`config.mk`:
```
export PLATFORM = sky130hd
export DESIGN_NAME = skew_feed_ctrl
export DESIGN_NICKNAME = d
export VERILOG_FILES = /design/src/rtl/skew_feed_ctrl.sv
export SDC_FILE = /design/constraint.sdc
export NUM_CORES = 1
export LEC_CHECK = 0
export CORE_MARGIN = 1
export CORE_UTILIZATION = 58
export CTS_BUF_LIST = sky130_fd_sc_hd__clkbuf_2 sky130_fd_sc_hd__clkbuf_4 sky130_fd_sc_hd__clkbuf_8
export DETAILED_ROUTE_END_ITERATION = 10
export PLACE_DENSITY = 0.88
export REMOVE_ABC_BUFFERS = 1
export SLEW_MARGIN = 20
export SYNTH_ARGS = -nofsm -noshare
export SYNTH_HDL_FRONTEND = slang
export SYNTH_SLANG_ARGS = --single-unit
```
`constraint.sdc`:
```
create_clock -name clk -period 3.5 [get_ports clk]
set_input_delay 0.35 -clock clk [delete_from_list [all_inputs] [get_ports clk]]
set_output_delay 0.35 -clock clk [all_outputs]
set_load 0.05 [all_outputs]
```
`src/rtl/skew_feed_ctrl.sv`:
```
// skew_feed_ctrl: sequences one activation tile into the triangular skew register
// feeding the systolic array.
//
// A tile streams num_rows rows from the activation buffer (1-cycle read latency),
// then holds for N_SIZE cycles while the skew pipeline drains, then pulses done.
//
// Ports:
//   clk, rst_n    clock, asynchronous active-low reset
//   start         tile request, sampled only in IDLE
//   abort         synchronous abort, returns to IDLE from any busy/done state
//   base_addr     buffer address of row 0, latched on an accepted start
//   num_rows      rows to stream, latched on an accepted start
//   busy          high in FEED and DRAIN
//   done          one-cycle completion pulse
//   aborted       one-cycle pulse the cycle after an abort outside IDLE
//   buf_rd_en     buffer read strobe
//   buf_rd_addr   buffer read address (wraps modulo 2^ADDR_W)
//   feed_valid    buffer data at the skew input is valid (buf_rd_en delayed 1)
//   lane_valid    bit k: skew output lane k is valid (feed_valid delayed k)
module skew_feed_ctrl #(
  parameter int unsigned N_SIZE = 16,
  parameter int unsigned ADDR_W = 10,
  parameter int unsigned LEN_W  = 10
) (
  input  logic              clk,
  input  logic              rst_n,
  input  logic              start,
  input  logic              abort,
  input  logic [ADDR_W-1:0] base_addr,
  input  logic [LEN_W-1:0]  num_rows,
  output logic              busy,
  output logic              done,
  output logic              aborted,
  output logic              buf_rd_en,
  output logic [ADDR_W-1:0] buf_rd_addr,
  output logic              feed_valid,
  output logic [N_SIZE-1:0] lane_valid
);

  localparam logic [1:0] IDLE  = 2'd0;
  localparam logic [1:0] FEED  = 2'd1;
  localparam logic [1:0] DRAIN = 2'd2;
  localparam logic [1:0] DONE  = 2'd3;

  logic [1:0]        state_q, state_d;
  logic [LEN_W-1:0]  cnt_q, cnt_d;
  logic [LEN_W-1:0]  len_q;
  logic [ADDR_W-1:0] base_q;
  logic              feed_valid_q;
  logic              aborted_q;
  // pipe_q[k-1] holds feed_valid delayed k cycles, i.e. lane_valid[k].
  logic [N_SIZE-2:0] pipe_q, pipe_d;

  logic accept;
  logic flush;

  assign accept = (state_q == IDLE) && start && !abort;
  assign flush  = (state_q != IDLE) && abort;

  // cnt_q counts rows in FEED and drain cycles in DRAIN; it is zero on entry to each.
  always_comb begin
    state_d = state_q;
    cnt_d   = cnt_q;
    if (flush) begin
      state_d = IDLE;
      cnt_d   = '0;
    end else begin
      unique case (state_q)
        IDLE: begin
          cnt_d = '0;
          if (accept) begin
            state_d = (num_rows != '0) ? FEED : DONE;
          end
        end
        FEED: begin
          if (cnt_q == len_q - LEN_W'(1)) begin
            state_d = DRAIN;
            cnt_d   = '0;
          end else begin
            cnt_d = cnt_q + LEN_W'(1);
          end
        end
        DRAIN: begin
          if (cnt_q == LEN_W'(N_SIZE - 1)) begin
            state_d = DONE;
            cnt_d   = '0;
          end else begin
            cnt_d = cnt_q + LEN_W'(1);
          end
        end
        DONE: begin
          state_d = IDLE;
        end
        default: begin
          state_d = IDLE;
          cnt_d   = '0;
        end
      endcase
    end
  end

  always_comb begin
    pipe_d    = '0;
    pipe_d[0] = feed_valid_q;
    for (int k = 1; k < N_SIZE - 1; k++) begin
      pipe_d[k] = pipe_q[k-1];
    end
  end

  always_ff @(posedge clk or negedge rst_n) begin
    if (!rst_n) begin
      state_q      <= IDLE;
      cnt_q        <= '0;
      len_q        <= '0;
      base_q       <= '0;
      feed_valid_q <= 1'b0;
      pipe_q       <= '0;
      aborted_q    <= 1'b0;
    end else begin
      state_q <= state_d;
      cnt_q   <= cnt_d;
      if (accept) begin
        base_q <= base_addr;
        len_q  <= num_rows;
      end
      // Abort flushes every in-flight valid so the array sees no partial tile.
      feed_valid_q <= buf_rd_en && !flush;
      pipe_q       <= flush ? '0 : pipe_d;
      aborted_q    <= flush;
    end
  end

  assign buf_rd_en   = (state_q == FEED);
  assign buf_rd_addr = base_q + ADDR_W'(cnt_q);
  assign busy        = (state_q == FEED) || (state_q == DRAIN);
  assign done        = (state_q == DONE);
  assign aborted     = aborted_q;
  assign feed_valid  = feed_valid_q;
  assign lane_valid  = {pipe_q, feed_valid_q};

endmodule

```
# Word level (Yosys, flattened, before mapping)
# Index checks and enable logic that the tools add are counted.
# word_totals
reg_bits,49
output_inout_bits,31
wordCells,41
# op_classes
addsub,3
n_reduce_logical,12
eq_ne,8
muxes,11
# op_table
operator,n
$mux 10,3
$pmux 10 s3,1
$mux 15,1
$add 10x1->10 const B,1
$add 10x10->10,1
$eq 10x10->1,1
$eq 10x4->1 const B,1
$mux 2,5
$reduce_bool 10->1,1
$sub 10x1->10 const B,1
$pmux 2 s4,1
$ne 3x3->1 const B,2
$eq 2x2->1 const B,2
$logic_and 1x1->1,4
$reduce_bool 4->1,1
$ne 3x1->1 const B,1
$reduce_and 3->1,1
$eq 2x1->1 const B,1
$logic_not 1->1,2
$logic_not 2->1,1
$reduce_bool 2->1,1
$logic_or 1x1->1,1

# Depth between registers and ports, before layout
# Gate-level depths: netlist of run 1.
# logic_depth
depth_word,6
depth_mapped,10
depth_no_buf,10

# Least setup slack after synthesis of run 1
# OpenSTA, ideal clock, no wires.
# synth_path
path_type,register to output
start,reg cnt_q[1]
end,out buf_rd_addr[9]
t_arrival_ps,2704
n_path_buf,0
stages_incl_launch_ff,9
setup_slack_ps,446
t_required_ps,3150
cell_sequence,dfrtp_1 ha_1 a21o_1 a21oi_1 nor2b_1 o21ai_0 a211o_1 nor2_1 a211oi_1
# synth_via
elab_chain_cells,1
# synth_lines
item,line,text
start: declaration,46,"logic [LEN_W-1:0] cnt_q, cnt_d;"
start signal: assignment,121,cnt_q <= cnt_d;
$add 10x10->10,134,assign buf_rd_addr = base_q + ADDR_W'(cnt_q);
end: declaration,35,"output logic [ADDR_W-1:0] buf_rd_addr,"
# Every way passes these cells.

# Final worst setup path of run 1
# layout_path
start,reg cnt_q[1]
end,out buf_rd_addr[7]
# Same word-level chain as after synthesis.

==> out/qor_table.md, run 1 <==
| Item | This run | Unit |
|:---|:---|:---|
| Yosys warnings | 0 | - |
| Sequential cell area in the final layout | 1230 | um^2 |
| Max capacitance violation total | 0 | - |
| Critical path endpoint category | output port | - |
| Total die area | 5310 | um^2 |
| Post-synthesis instance area | 2910 | um^2 |
| Count of endpoints failing setup in the final report | 0 | - |
| Layout-stage area growth over the synthesis result | 23.2 | % |
| Cell type group with the largest total delay on the critical path | compound AO/OA/AOI/OAI gates | - |
| Overall power | 2.89 | mW |
| Share of synthesized area occupied by flip-flops and latches | 42.1 | % |
| Number of clock buffers inserted by TritonCTS | 5 | - |
| GR Util All Layers | 26.4 | % |
| Clock sink total | 49 | - |
| Result of the run | finished, final reports clean | - |
| Core Rows | 25 | - |
| Critical path cell sequence | ha_1 -> a21o_1 -> a21oi_1 -> nor2b_1 -> o21ai_0 -> a211o_1 -> xnor2_1 -> clkdlybuf4s50_1 | - |
| Routed Antenna Nets | 0 | - |
| Fraction of registers with async set or reset after synthesis | 100 | % |
| Highest-delay cell along the critical path | sky130_fd_sc_hd__clkdlybuf4s50_1 | - |
| Initial core utilization | 60.8 | % |
| Global placement routability congestion | 0.797 | - |
| Worst-case clock buffer depth | 2 | - |
| Final global-route overflow total | 0 | - |
| Routed vias | 2369 | - |
| Vias per cell | 5.78 | - |
| Unrepaired setup endpoints after global routing | no | - |
| Length of the first detailed-routing pass in iterations | 4 | - |
| Top FF cell, synth | sky130_fd_sc_hd__dfrtp_1 | - |
| Number of DRC markers in iteration 0 | 173 | - |
| Placeable core region | 4790 | um^2 |
| Multi-input gate area in the final layout | 1550 | um^2 |
| Clock tree from TritonCTS | yes | - |
| Required time reported for the critical path endpoint | 3.15 | ns |
| Distinct cells, synth | 52 | - |
| Insertion delay of the later-clocked pin in the worst-skew pair | 0.30 | ns |
| Slew headroom | 58.1 | % |
| I/O pin cnt | 55 | - |
| Total number of H-tree levels | 2 | - |
| Final hold violations | 0 | - |
| Pwr/cell area | 804 | nW/um^2 |
| Worst slack, placed | 0.373 | ns |
| Setup slack of the critical path after layout | 0.205 | ns |
| VDD IR-drop max | 0.576 | mV |
| Count of input and output buffers | 54 | - |
| DRC | 0 | - |
| Setup Crit Path Kind | reg2out | - |
| Leakage power | 1.64 | nW |
| Wirelength, routed | 6.44 | mm |
| Half-perimeter wire length after placement | 4.67 | mm |
| Number of global-route vias before repair | 2289 | - |
| Mean routed wirelength per cell | 15.7 | um |
| Nets | 382 | - |
| Post-CTS Hold Buffers | 0 | - |
| Number of max-slew violations in the final report | 0 | - |
| Wire length of the first global-routing pass | 10.7 | mm |
| Arr. time, crit path | 2.94 | ns |
| Worst min path class | in2async | - |
| CP Launch Type | flop | - |
| Layout Skew | 0.00773 | ns |
| Layout fillers | 346 | - |
| Highest net fanout along the worst path | 6 | - |
| Maximum number of pins on one net before global-route repair | 50 | - |
| CP max stage delay | 0.81 | ns |
| Number of buffer and inverter instances along the worst setup path | 1 | - |
| Share of the clock period used by the worst path after layout | 94.1 | % |
| Clock-pin slew reported for the worst setup and hold paths after clock tree synthesis | 0.09 | ns |
| Clock period minus worst slack | 3.29 | ns |
| FMAX | 0.304 | GHz |
| Count of mapped cells out of synthesis | 288 | - |
| Avg Inst Size Synth | 10.1 | um^2 |
| Total Neg Setup Slack | 0 | ns |
| Actual slew at the worst max-slew pin | 0.629 | ns |
| Fraction of layout cells with a size suffix above 1 | 13.4 | % |
| Number of antenna violations at the first check in global routing | 0 | - |
| Number of enable flip-flop cells after synthesis | 0 | - |
| Die X | 72.9 | um |
| Vertical die dimension | 72.9 | um |
| Clock root buffer master | sky130_fd_sc_hd__clkbuf_8 | - |
| Inserted Diodes | 0 | - |
| Flops & latches, synth | 49 | - |
==> Yosys cell counts (7+ instances only) <==
master / count / area (um^2)
sky130_fd_sc_hd__nand3_1: 10 / 50.1
sky130_fd_sc_hd__o21ai_0: 9 / 45.0
sky130_fd_sc_hd__dfrtp_1: 49 / 1230
sky130_fd_sc_hd__inv_1: 16 / 60.1
sky130_fd_sc_hd__and2_1: 21 / 131
sky130_fd_sc_hd__nand2_1: 28 / 105
sky130_fd_sc_hd__ha_1: 15 / 188
sky130_fd_sc_hd__xnor2_1: 8 / 70.1
sky130_fd_sc_hd__mux2_2: 20 / 225
sky130_fd_sc_hd__nor2_1: 20 / 75.1
sky130_fd_sc_hd__a21oi_1: 7 / 35.0
sky130_fd_sc_hd__nor3_1: 8 / 40.0
sky130_fd_sc_hd__xor2_1: 10 / 87.6
==> power by group <==
| group | internal (mW) | switching [mW] | leakage (nW) |
|---|---|---|---|
| Combinational | 0.614 | 1.00 | 0.946 |
| Sequential | 0.728 | 0.180 | 0.635 |
| Clock | 0.179 | 0.183 | 0.0542 |
| Total | 1.52 | 1.37 | 1.64 |
==> cell usage in the layout, fill, tap and decap left out, drive strengths merged, types with 3 or more instances in the layout <==
master         netlist  final
nor3                 8      8
nand2               29     29
a211o                3      3
inv                 16     16
dfrtp               49     49
o221ai               5      5
or2                  3      3
a2111oi              3      3
buf                  6      5
clkbuf               4      7
nor4                 3      3
mux2                20     20
nand3               10     10
o211ai               5      5
xnor2                8      8
nand2b               3      3
clkdlybuf4s50        0     50
and2                21     21
ha                  15     15
or4                  3      3
a21oi                7      7
nor2                20     20
o311ai               3      3
o21ai               10     10
xor2                10     10
==> routing by layer <==
metal  wire length, um  share of wire, %  vias up  track usage, %
met5                 0                 0        -               0
li1                  -                 -     1117               -
met3               331               5.1       12            4.70
met4               115               1.8        0            10.9
met2              3330                52       86            44.3
met1              2670                41     1154            33.7
==> stage by stage <==
stage	hold WS (ns)	cell area, um^2	std cells	util, %
2_1_floorplan	0.0544	2840	278	-
3_3_place_gp	0.462	3480	402	72.7
3_5_place_dp	0.469	3480	402	72.7
4_1_cts	0.273	3580	410	74.8
5_1_grt	0.105	3590	410	75.0
6_report	0.0570	3590	410	75.0
==> layout make-up <==
type / count / share of cell area (%)
Clock inverter: 1 / 0.140
Timing Repair Buffer: 57 / 15.7
Multi-Input combinational cell: 212 / 43.2
Inverter: 17 / 1.78
Clock buffer: 7 / 2.69
Sequential cell: 49 / 34.2
Tap cell: 67 / 2.34
==> path summary, 6_finish.rpt <==
path,from,to,slack [ns],cells after the start
max,cnt_q[1],buf_rd_addr[7],0.21,8
min,rst_n,base_q[1],0.06,1
max reg2reg,len_q[0],state_q[1],0.92,8
min reg2reg,pipe_q[4],pipe_q[5],0.49,1
max in group asynchronous,rst_n,pipe_q[3],3.02,1
min in group clk,pipe_q[4],pipe_q[5],0.49,1
==> flip-flops by register name (all words and copies together), names as in the netlist <==
register	count
len_q	10
state_q	2
aborted	1
cnt_q	10
feed_valid	1
base_q	10
pipe_q	15
==> what timing repair did <==
item	4_1_cts	5_1_grt
endpoints found under the setup margin	0	2
setup buffers	0	0
resized for setup	0	2
endpoints found under the hold margin	0	0
==> cells by family after synthesis <==
group / after synthesis / share of synthesized area (%)
buffers and inverters: 27 / 4.68
AO/OA/AOI/OAI: 48 / 13.6
adder cells (fa/ha/maj): 16 / 7.13
multiplexers: 21 / 8.08
AND/OR/NAND/NOR: 109 / 19.0
XOR/XNOR: 18 / 5.41
flip-flops: 49 / 42.1
(Power assumes the default switching activity.)
==> run 2, diff against run 1 <==
--- a/config.mk
+++ b/config.mk
@@ -6,10 +6,9 @@
 export NUM_CORES = 1
 export LEC_CHECK = 0
 export CORE_MARGIN = 1
-export CORE_UTILIZATION = 58
+export CORE_UTILIZATION = 30
 export CTS_BUF_LIST = sky130_fd_sc_hd__clkbuf_2 sky130_fd_sc_hd__clkbuf_4 sky130_fd_sc_hd__clkbuf_8
 export DETAILED_ROUTE_END_ITERATION = 10
-export PLACE_DENSITY = 0.88
 export REMOVE_ABC_BUFFERS = 1
 export SLEW_MARGIN = 20
 export SYNTH_ARGS = -nofsm -noshare
==> out/qor_table.md, run 2 (synthesized netlist as in run 1, its figures left out) <==
| Item | This run | Unit | vs previous |
|:---|:---|:---|:---|
| Result of the run | finished, final reports clean | - |  |
| Vertical die dimension | 101 | um | +38% |
| Max capacitance violation total | 0 | - | unchanged |
| Routed vias | 2255 | - | -4.8% |
| Worst slack, placed | 0.461 | ns | +0.0874 ns |
| Inserted Diodes | 0 | - | unchanged |
| Core Rows | 35 | - | +40% |
| Layout-stage area growth over the synthesis result | 25.6 | % |  |
| Wire length of the first global-routing pass | 11.0 | mm | +2.5% |
| Leakage power | 1.63 | nW | -0.22% |
| Number of global-route vias before repair | 2228 | - | -2.7% |
| Total number of H-tree levels | 2 | - | unchanged |
| FMAX | 0.308 | GHz | +1.3% |
| Reg-to-reg slack, setup | 0.93 | ns | about the same |
| CP Launch Type | flop | - |  |
| Maximum number of pins on one net before global-route repair | 28 | - | -44% |
| VDD IR-drop max | 0.382 | mV | -34% |
| Count of input and output buffers | 54 | - | unchanged |
| Insertion delay of the later-clocked pin in the worst-skew pair | 0.31 | ns | about the same |
| Number of antenna violations at the first check in global routing | 0 | - | unchanged |
| Pwr/cell area | 775 | nW/um^2 | -3.7% |
| Global placement routability congestion | 0.749 | - | -6.0% |
| Origin of the critical flop-to-flop path | len_q[0] | - |  |
| Number of max-slew violations in the final report | 0 | - | unchanged |
| Most used cells in the layout excluding fill and tap cells | 49 x sky130_fd_sc_hd__dfrtp_1, 49 x sky130_fd_sc_hd__clkdlybuf4s50_1, 28 x sky130_fd_sc_hd__nand2_1, 21 x sky130_fd_sc_hd__and2_1 | - |  |
| Wirelength, routed | 6.32 | mm | -2.0% |
| Cell type group with the largest total delay on the critical path | buffers and inverters | - |  |
| Clock period minus worst slack | 3.25 | ns | -0.0433 ns |
| Clock-pin slew reported for the worst setup and hold paths after clock tree synthesis | 0.09 | ns | about the same |
| Highest layer used for signal routing | met4 | - |  |
| Final global-route overflow total | 0 | - | unchanged |
| Number of buffer and inverter instances along the worst setup path | 1 | - | unchanged |
| Initial core utilization | 31.2 | % | -30 points |
| Met3 layer wire length in the routed design | 246 | um | -26% |
| Total die area | 10100 | um^2 | +90% |
| Required time reported for the critical path endpoint | 3.15 | ns | about the same |
| Worst-case clock buffer depth | 2 | - | unchanged |
| Final hold violations | 0 | - | unchanged |
| Layout Skew | 0.00832 | ns | +0.000596 ns |
| Share of the clock period used by the worst path after layout | 92.9 | % | -1.2 points |
| Total Neg Setup Slack | 0 | ns | unchanged |
| Fraction of layout cells with a size suffix above 1 | 14.0 | % | +0.54 points |
| Worst min path class | in2async | - |  |
| Wire length on met2 | 2.82 | mm | -15% |
| Nets | 383 | - | +0.26% |
| Largest reg by FF count | pipe_q | - |  |
| Number of DRC markers in iteration 0 | 65 | - | -62% |
| Vias per cell | 4.77 | - | -17% |
| Number of clock buffers inserted by TritonCTS | 5 | - | unchanged |
| Count of endpoints failing setup in the final report | 0 | - | unchanged |
| Clock root buffer master | sky130_fd_sc_hd__clkbuf_8 | - |  |
| Reg2Reg Capture Point | state_q[1] | - |  |
| Met1 Wirelength | 3.18 | mm | +19% |
| Slew headroom | 60.2 | % | +2.1 points |
| Setup slack of the critical path after layout | 0.249 | ns | +0.0433 ns |
| Overall power | 2.83 | mW | -1.8% |
| Half-perimeter wire length after placement | 4.69 | mm | +0.29% |
| Clock tree from TritonCTS | yes | - |  |
| Placeable core region | 9330 | um^2 | +95% |
| Worst reg2reg path depth | 8 | - | unchanged |
| Mean routed wirelength per cell | 13.4 | um | -15% |
| Critical path cell sequence | ha_1 -> a21o_1 -> a21oi_1 -> nor2b_1 -> o21ai_0 -> nand2b_1 -> xor2_1 -> clkdlybuf4s50_1 | - |  |
| Clock sink total | 49 | - | unchanged |
| GR Util All Layers | 13.8 | % | -13 points |
| Die X | 101 | um | +38% |
| Actual slew at the worst max-slew pin | 0.597 | ns | -0.0319 ns |
| Length of the first detailed-routing pass in iterations | 4 | - | unchanged |
| Setup Crit Path Kind | reg2out | - |  |
| I/O pin cnt | 55 | - | unchanged |
| Origin of the worst setup path | cnt_q[1] | - |  |
| Unrepaired setup endpoints after global routing | no | - |  |
| Post-CTS Setup Repair Bufs | 0 | - | unchanged |
| CP max stage delay | 0.82 | ns | about the same |
| Critical path endpoint category | output port | - |  |
| DRC | 0 | - | unchanged |
| Highest net fanout along the worst path | 6 | - | unchanged |
| Arr. time, crit path | 2.90 | ns | -0.04 ns |
| Highest-delay cell along the critical path | sky130_fd_sc_hd__clkdlybuf4s50_1 | - |  |
| Max FFs per register | 15 | - | unchanged |
| Routed Antenna Nets | 0 | - | unchanged |
## run 2: cell count changes in the layout (fill, tap and decap cells not counted)
| cell | delta |
|---|---|
| sky130_fd_sc_hd__buf_2 | +1 |
| sky130_fd_sc_hd__clkinv_2 | -1 |
| sky130_fd_sc_hd__clkbuf_4 | +3 |
| sky130_fd_sc_hd__clkdlybuf4s50_1 | -1 |
| sky130_fd_sc_hd__buf_4 | +1 |
| sky130_fd_sc_hd__clkbuf_8 | -2 |
## run 2: worst register-to-register path: stages (launching register included)
cell	delay (ns)
sky130_fd_sc_hd__dfrtp_1	0.47
sky130_fd_sc_hd__inv_1	0.09
sky130_fd_sc_hd__ha_1	0.22
sky130_fd_sc_hd__nor3b_2	0.28
sky130_fd_sc_hd__a21oi_1	0.12
sky130_fd_sc_hd__a2111oi_2	0.46
sky130_fd_sc_hd__a31oi_4	0.31
sky130_fd_sc_hd__o311ai_2	0.37
sky130_fd_sc_hd__o211ai_2	0.12
## run 2: worst max path at each step
| stage | endpoint | slack (ns) | cells past startpoint |
|---|---|---|---|
| 2_1_floorplan | buf_rd_addr[9] | 0.45 | 8 |
| 3_3_place_gp | buf_rd_addr[6] | 0.49 | 10 |
| 3_5_place_dp | buf_rd_addr[6] | 0.46 | 10 |
| 4_1_cts | buf_rd_addr[6] | 0.10 | 10 |
| 5_1_grt | buf_rd_addr[5] | 0.03 | 8 |
| 6_report | buf_rd_addr[5] | 0.25 | 8 |
## run 2: stage by stage
stage / instance area (um^2) / utilization [%] / hold WS [ns] / std cells
floorplan: 2840 / - / 0.0544 / 278
global placement: 3560 / 38.2 / 0.389 / 465
detailed placement: 3560 / 38.2 / 0.392 / 465
CTS: 3650 / 39.2 / 0.0650 / 473
global route: 3660 / 39.2 / 0.0844 / 473
finish: 3660 / 39.2 / 0.0416 / 473
## run 2: what timing repair did
action	4_1_cts	5_1_grt
gates resized for setup	0	2
hold buffers	0	0
endpoints found under the setup margin	0	2
## run 2: area by class of cell
type / count / area, um^2
clock buffers: 8 / 91.3
fillers: 958 / 5670
inverters: 17 / 63.8
multi-input cells: 212 / 1550
flip-flops and latches: 49 / 1230
well taps: 129 / 161
repair buffers: 58 / 566
## run 2: metal layers
layer  vias up  GRT usage (%)
met2        52           22.4
met4         0           3.68
met1      1069           18.7
li1       1126              -
met3         8           2.64
met5         -              0
## run 2: report_power, final
group | internal, mW | switching, mW | total [mW]
registers | 0.728 | 0.171 | 0.899
logic | 0.610 | 0.971 | 1.58
clock network | 0.166 | 0.187 | 0.353
total | 1.50 | 1.33 | 2.83
==> run 3, diff against run 2 <==
--- a/config.mk
+++ b/config.mk
@@ -5,6 +5,8 @@
 export SDC_FILE = /design/constraint.sdc
 export NUM_CORES = 1
 export LEC_CHECK = 0
+export ABC_AREA = 0
+export CAP_MARGIN = 20
 export CORE_MARGIN = 1
 export CORE_UTILIZATION = 30
 export CTS_BUF_LIST = sky130_fd_sc_hd__clkbuf_2 sky130_fd_sc_hd__clkbuf_4 sky130_fd_sc_hd__clkbuf_8
==> results of run 3 <==
The final DEF is identical to that of run 2; final timing and power are the same.
